## src/rtl/miner_work_ctrl_pkg.sv

```systemverilog
// Shared types and constants for the miner work controller.
package miner_work_ctrl_pkg;

  typedef enum logic [1:0] {
    S_IDLE  = 2'd0,
    S_RUN   = 2'd1,
    S_DRAIN = 2'd2
  } state_t;

  // Second-block SHA-256 padding that sits above {nonce, header tail}.
  localparam logic [383:0] DATA_PAD = {32'h00000280, 320'h0, 32'h80000000};

  // SHA-256 initial hash value, word 0 in the least significant position.
  localparam logic [255:0] SHA256_IV =
    256'h5be0cd19_1f83d9ab_9b05688c_510e527f_a54ff53a_3c6ef372_bb67ae85_6a09e667;

  // Nonce field position inside the 512-bit hasher data word.
  function automatic logic [31:0] nonce_of(input logic [511:0] data);
    return data[127:96];
  endfunction

endpackage

```

## src/rtl/miner_work_ctrl_golden_fifo.sv

```systemverilog
// Small FIFO holding golden nonces; a push into a full FIFO is accepted
// when a pop happens in the same cycle.
module golden_fifo #(
  parameter int DEPTH = 4
) (
  input  logic        clk,
  input  logic        reset,
  input  logic        in_valid,
  output logic        in_ready,
  input  logic [31:0] in_data,
  output logic        out_valid,
  input  logic        out_ready,
  output logic [31:0] out_data
);

  localparam int AW = $clog2(DEPTH);

  logic [31:0]   mem [DEPTH];
  logic [AW-1:0] wr_ptr;
  logic [AW-1:0] rd_ptr;
  logic [AW:0]   count;
  logic          full;
  logic          push;
  logic          pop;

  assign full      = (count == (AW+1)'(DEPTH));
  assign out_valid = (count != '0);
  assign out_data  = mem[rd_ptr];
  assign pop       = out_valid && out_ready;
  assign in_ready  = !full || out_ready;
  assign push      = in_valid && in_ready;

  // Storage, pointers and occupancy.
  always_ff @(posedge clk) begin
    if (reset) begin
      wr_ptr <= '0;
      rd_ptr <= '0;
      count  <= '0;
      for (int i = 0; i < DEPTH; i++) mem[i] <= 32'h0;
    end else begin
      if (push) begin
        mem[wr_ptr] <= in_data;
        wr_ptr      <= wr_ptr + 1'b1;
      end
      if (pop) rd_ptr <= rd_ptr + 1'b1;
      case ({push, pop})
        2'b10:   count <= count + 1'b1;
        2'b01:   count <= count - 1'b1;
        default: count <= count;
      endcase
    end
  end

endmodule

```

## src/rtl/miner_work_ctrl.sv

```systemverilog
// Work sequencer for a pair of SHA-256 hashers: issues a nonce range,
// tracks results HASH_LATENCY cycles later and queues golden nonces.
//
//  state   | meaning
//  --------+---------------------------------------------------------
//  S_IDLE  | no job; work_ready high
//  S_RUN   | issuing nonces, one per LOOP cycles
//  S_DRAIN | all nonces issued, waiting for the last result slot
module miner_work_ctrl
  import miner_work_ctrl_pkg::*;
#(
  parameter int LOOP_LOG2    = 0,
  parameter int HASH_LATENCY = 130,
  parameter int FIFO_DEPTH   = 4
) (
  input  logic         hash_clk,
  input  logic         reset,
  input  logic         work_valid,
  output logic         work_ready,
  input  logic [255:0] work_midstate,
  input  logic [95:0]  work_data,
  input  logic [31:0]  work_nonce_start,
  input  logic [31:0]  work_nonce_end,
  input  logic         abort,
  output logic [5:0]   cnt,
  output logic         feedback,
  output logic [255:0] hasher_state,
  output logic [511:0] hasher_data,
  input  logic [31:0]  hash2_msw,
  output logic         golden_valid,
  input  logic         golden_ready,
  output logic [31:0]  golden_nonce,
  output logic         busy,
  output logic         done,
  output logic         overflow
);

  localparam int         LOOP     = 1 << LOOP_LOG2;
  localparam logic [5:0] CNT_LAST = 6'(LOOP - 1);

  state_t                  state;
  logic [31:0]             nonce_end;
  logic [31:0]             result_nonce;
  logic [HASH_LATENCY-1:0] issue_pipe;
  logic [HASH_LATENCY-1:0] last_pipe;
  logic [5:0]              cnt_next;
  logic                    issue_slot;
  logic                    last_slot;
  logic                    result_slot;
  logic                    final_result;
  logic                    push;
  logic                    push_ready;

  assign cnt_next     = (cnt == CNT_LAST) ? 6'd0 : cnt + 6'd1;
  assign issue_slot   = (state == S_RUN) && (cnt == 6'd0);
  assign last_slot    = issue_slot && (nonce_of(hasher_data) == nonce_end);
  assign result_slot  = issue_pipe[HASH_LATENCY-1];
  assign final_result = last_pipe[HASH_LATENCY-1];
  assign push         = result_slot && (hash2_msw == 32'h0);
  assign work_ready   = (state == S_IDLE);
  assign busy         = (state != S_IDLE);

  // Job FSM, round counter, nonce issue and result-slot tracking.
  always_ff @(posedge hash_clk) begin
    if (reset) begin
      state        <= S_IDLE;
      cnt          <= 6'd0;
      feedback     <= 1'b0;
      hasher_state <= '0;
      hasher_data  <= '0;
      nonce_end    <= 32'h0;
      result_nonce <= 32'h0;
      issue_pipe   <= '0;
      last_pipe    <= '0;
      done         <= 1'b0;
    end else begin
      done       <= 1'b0;
      // Each issue slot reappears as a result slot HASH_LATENCY cycles later.
      issue_pipe <= (issue_pipe << 1) | HASH_LATENCY'(issue_slot);
      last_pipe  <= (last_pipe << 1) | HASH_LATENCY'(last_slot);
      if (result_slot) result_nonce <= result_nonce + 32'd1;

      case (state)
        S_IDLE: begin
          if (work_valid) begin
            state        <= S_RUN;
            cnt          <= 6'd0;
            feedback     <= 1'b0;
            hasher_state <= work_midstate;
            hasher_data  <= {DATA_PAD, work_nonce_start, work_data};
            nonce_end    <= work_nonce_end;
            result_nonce <= work_nonce_start;
          end
        end
        S_RUN: begin
          if (abort) begin
            state      <= S_IDLE;
            cnt        <= 6'd0;
            feedback   <= 1'b0;
            issue_pipe <= '0;
            last_pipe  <= '0;
          end else if (last_slot) begin
            state    <= S_DRAIN;
            cnt      <= 6'd0;
            feedback <= 1'b0;
          end else begin
            cnt      <= cnt_next;
            feedback <= (cnt_next != 6'd0);
            // Next nonce becomes visible exactly at the next issue slot.
            if (cnt == CNT_LAST) hasher_data[127:96] <= nonce_of(hasher_data) + 32'd1;
          end
        end
        S_DRAIN: begin
          if (abort) begin
            state      <= S_IDLE;
            issue_pipe <= '0;
            last_pipe  <= '0;
          end else if (final_result) begin
            state <= S_IDLE;
            done  <= 1'b1;
          end
        end
        default: state <= S_IDLE;
      endcase
    end
  end

  // Sticky flag for golden nonces lost to a full FIFO.
  always_ff @(posedge hash_clk) begin
    if (reset) overflow <= 1'b0;
    else if (push && !push_ready) overflow <= 1'b1;
  end

  golden_fifo #(
    .DEPTH(FIFO_DEPTH)
  ) u_golden_fifo (
    .clk      (hash_clk),
    .reset    (reset),
    .in_valid (push),
    .in_ready (push_ready),
    .in_data  (result_nonce),
    .out_valid(golden_valid),
    .out_ready(golden_ready),
    .out_data (golden_nonce)
  );

endmodule
```

## config.mk

```make
export PLATFORM = sky130hd
export DESIGN_NAME = miner_work_ctrl
export DESIGN_NICKNAME = d
export VERILOG_FILES = /design/src/rtl/miner_work_ctrl_pkg.sv /design/src/rtl/miner_work_ctrl_golden_fifo.sv /design/src/rtl/miner_work_ctrl.sv
export SDC_FILE = /design/constraint.sdc
export NUM_CORES = 1
export LEC_CHECK = 0
export CORE_AREA = 2 2 499 501
export DETAILED_ROUTE_END_ITERATION = 12
export DIE_AREA = 0 0 501 503
export PLACE_DENSITY = 0.39
export SLEW_MARGIN = 10
export SYNTH_ARGS = -nofsm -noshare
export SYNTH_HDL_FRONTEND = slang
export SYNTH_SLANG_ARGS = --single-unit
```

## constraint.sdc

```tcl
create_clock -name hash_clk -period 4.9 [get_ports hash_clk]
set_clock_uncertainty 0.2 [all_clocks]
set_input_delay 1.225 -clock hash_clk [delete_from_list [all_inputs] [get_ports hash_clk]]
set_output_delay 1.225 -clock hash_clk [all_outputs]
set_load 0.03 [all_outputs]
```

==> metrics.md, run 1 <==
| Metric | Value |
|---|---|
| P_sw | `5811 uW` |
| Max-slew violation count | `0` |
| Ys async rst share | `0` |
| Setup WS pre-CTS | `261.6 ps` |
| PostCTS Resize Cnt | `0` |
| Peak VDD IR | `0.2558 mV` |
| Root buf cell | `clkbuf_16` |
| Status | `complete, no violations` |
| DR pass1 iterations | `5` |
| # setup viols final | `0` |
| CP max stage cell | `dfxtp_2` |
| CTS clock-pin slew for the worst setup and hold paths | `60 ps` |
| DR WL/cell | `22.13 um` |
| Routed vias | `27090` |
| Tot GR Track Use | `0.1295` |
| Storage element area | `18440 um^2` |
| CTS Hold Bufs | `0` |
| Number of synthesized register bits | `857` |
| Min-delay src | `last_pipe[20]` |
| Maximum number of pins on one net before global-route repair | `261` |
| CTS max path bufs | `3` |
| Area leader, netlist | `dfxtp_1` |
| Synthesized area | `33860 um^2` |
| Crit path cell chain | `buf_12 > mux4_2 > clkdlybuf4s50_1` |
| Area delta synth->final | `43.77%` |
| Critical path required time | `3470 ps` |
| Leakage power | `0.01785 uW` |
| Sequential power share | `0.408` |
| Tmin final | `4359 ps` |
| Most common cell in the netlist | `nand2_1` |
| Worst-path maximum fanout | `17` |
| PD cells | `391.5 nW/um^2` |
| Worst EP arrival | `2930 ps` |
| R2r setup slk | `1710 ps` |
| Buf/Inv on CP | `2` |
| Final WS setup | `540.7 ps` |
| Logic gate share of total power | `0.172` |
| I/O Buffers | `883` |
| Count of cell types in the netlist | `67` |
| Syn Inst Count | `3601` |
| Avg Vias per Cell | `3.493` |
| Multi-input logic area | `12970 um^2` |
| Vias in the first global route | `26140` |
| Int Power | `13250 uW` |
| Sw frac | `0.3049` |
| Seq/Total Area, Yosys | `0.5445` |
| I/O pin cnt | `1265` |
| Relative slew margins | `0.2898` |
| CTS tree | `built` |
| Routed wire length | `171700 um` |
| Die ar. | `252000 um^2` |
| Synth top area cells | `dfxtp_1 (43%), edfxtp_1 (11%), nand2_1 (9.0%)` |
| Least-Margin Pin Slew | `1056 ps` |
| Die Width | `501 um` |
| RePlAce Congestion | `0.8083` |
| Std-Cell Rows | `183` |
| CP peak stage delay | `730 ps` |
| RSZ-0062 raised after global routing | `false` |
| Crit Path Category | `reg2out` |
| FF-to-FF Start | `issue_pipe[129]` |
| Critical Path Start Type | `register` |
| Placed cell count | `7551` |
| Post-route ant nets | `0` |
| Worst-skew pair later-pin latency | `750 ps` |
| Pwr Total | `19060 uW` |
| Hold Vio Cnt, Final | `0` |
| CP endpoint kind | `output port` |
| Main synth FF type | `dfxtp_1` |
| Clock Sinks | `857` |
| Top delay family on crit path | `buffers and inverters` |
| Clock share of power | `0.420` |
| Core ar. | `247100 um^2` |
| Post-synth top cells | `nand2_1 (808), dfxtp_1 (729), a21oi_1 (421)` |
| Final period utilization | `0.8897` |
| Initial antenna violation count | `70` |
| CTS H-tree depth | `3` |
| Post-synth EDFFs | `128` |
| # fillers | `27320` |
| Min-Delay Path Class | `reg2reg` |
| Starting Density | `0.1371` |
| Initial drt markers | `1543` |
| # DRC | `0` |
| Synth top area share | `0.4310` |
| Nets@finish | `4884` |
| Final setup TNS | `0 ps` |
| Chip height | `503 um` |
| Syn_area_per_cell | `9.404 um^2` |
| Num CTS Buffers | `106` |
| Max-cap viol count | `0` |
| Fraction of layout cells with a size suffix above 1 | `0.06175` |
| Post-CTS setup repair buffer count | `0` |
| Grt ovf | `0` |
| Cell Count, Final, Fillers Out | `7756` |
| Hold_ws | `166.9 ps` |
| DP Wirelength | `136000 um` |
| F_max | `229.4 MHz` |
| Ys Warns | `0` |
| Global-route wire length before repair | `224900 um` |
cell families (layout without fill, tap and decap cells):
logic type / Yosys count / in the layout / share of synthesized area
AO/OA/AOI/OAI: 548 / 548 / 0.09001
XOR/XNOR: 81 / 81 / 0.02095
adder cells (fa/ha/maj): 9 / 9 / 0.003547
buffers and inverters: 631 / 1152 / 0.1155
flip-flops: 857 / 857 / 0.5445
multiplexers: 35 / 35 / 0.02217
other: 1 / 398 / 0.0001107
AND/OR/NAND/NOR: 1439 / 1439 / 0.2033
state kept, by name (all words and copies together), names as in the netlist, 2 cells and up, named ones only:
name,flops
u_golden_fifo.count,3
last_pipe,130
u_golden_fifo.rd_ptr,2
cnt,6
result_nonce,32
u_golden_fifo.wr_ptr,2
state,2
issue_pipe,130
hasher_state,256
hasher_data,129
nonce_end,32
u_golden_fifo.mem,128
path summary, 6_finish.rpt:
check / end / depth (start not counted)
max reg2reg: u_golden_fifo.mem[0][19] / 7
min: last_pipe[21] / 1
max: golden_nonce[28] / 3
min reg2reg: last_pipe[21] / 1
per-layer routing:
metal  wire (um)  up-vias  global-route usage
li1            -    12790                   -
met4        4537       52             0.03617
met1       73660    12990              0.1612
met3       19300      230             0.06511
met2       73800     1028              0.1952
met5         354        -                   0
power groups by stage:
stage	combinational (uW)	sequential [uW]	clock, uW
finish	3270	7790	8000
detailed placement	3330	7940	0
floorplan	1490	8280	0
CTS	3340	7790	8360
global route	3500	7830	8580
global placement	3320	7920	0
layout make-up:
| cell class | count | share of cell area |
|---|---|---|
| Antenna cell | 17 | 0.0008738 |
| Clock buffer | 147 | 0.06135 |
| Clock inverter | 41 | 0.01144 |
| Inverter | 23 | 0.001773 |
| Multi-Input combinational cell | 2493 | 0.2664 |
| Sequential cell | 857 | 0.3787 |
| Tap cell | 3237 | 0.08319 |
| Timing Repair Buffer | 941 | 0.1962 |
through the flow:
| step | util | instance area (um^2) |
|---|---|---|
| after CTS | 0.1969 | 48640 |
| after detailed placement | 0.1825 | 45100 |
| after global placement | 0.1825 | 45100 |
| after floorplan | - | 35290 |
| after global routing | 0.1969 | 48650 |
| final | 0.1971 | 48680 |
worst register-to-register path: cells and delay by family, from the launching register on:
family                 cells  cell delay, ps
flip-flops                 1             770
AND/OR/NAND/NOR            5            1480
buffers and inverters      2             620
placed cells by master, fill, tap and decap left out, types with 5 or more instances in the layout:
cell type / n
clkbuf_1: 23
bufinv_16: 8
dfxtp_1: 728
diode_2: 17
and2_1: 390
and3_1: 12
a21oi_1: 420
xor2_1: 55
clkbuf_16: 106
clkbuf_8: 18
buf_4: 36
edfxtp_1: 128
or3_1: 11
buf_12: 22
nor3_1: 26
conb_1: 381
inv_1: 23
clkinv_2: 15
nor4_1: 25
a211oi_1: 46
nand3_1: 28
a31oi_1: 5
a311oi_1: 8
and4_1: 13
mux4_2: 32
clkinv_16: 5
xnor2_1: 26
nand2_1: 807
nand4_1: 27
clkdlybuf4s50_1: 882
a31o_2: 5
ha_1: 8
nor2_1: 67
o21ai_0: 19
a22oi_1: 18
clkinv_1: 5
No activity file was read; power rests on OpenSTA's default activity.
==> run 2: changes to the inputs <==
- SLEW_MARGIN: 10 -> 15
==> results of run 2 <==
The final DEF is identical to that of run 1; final timing and power are the same.
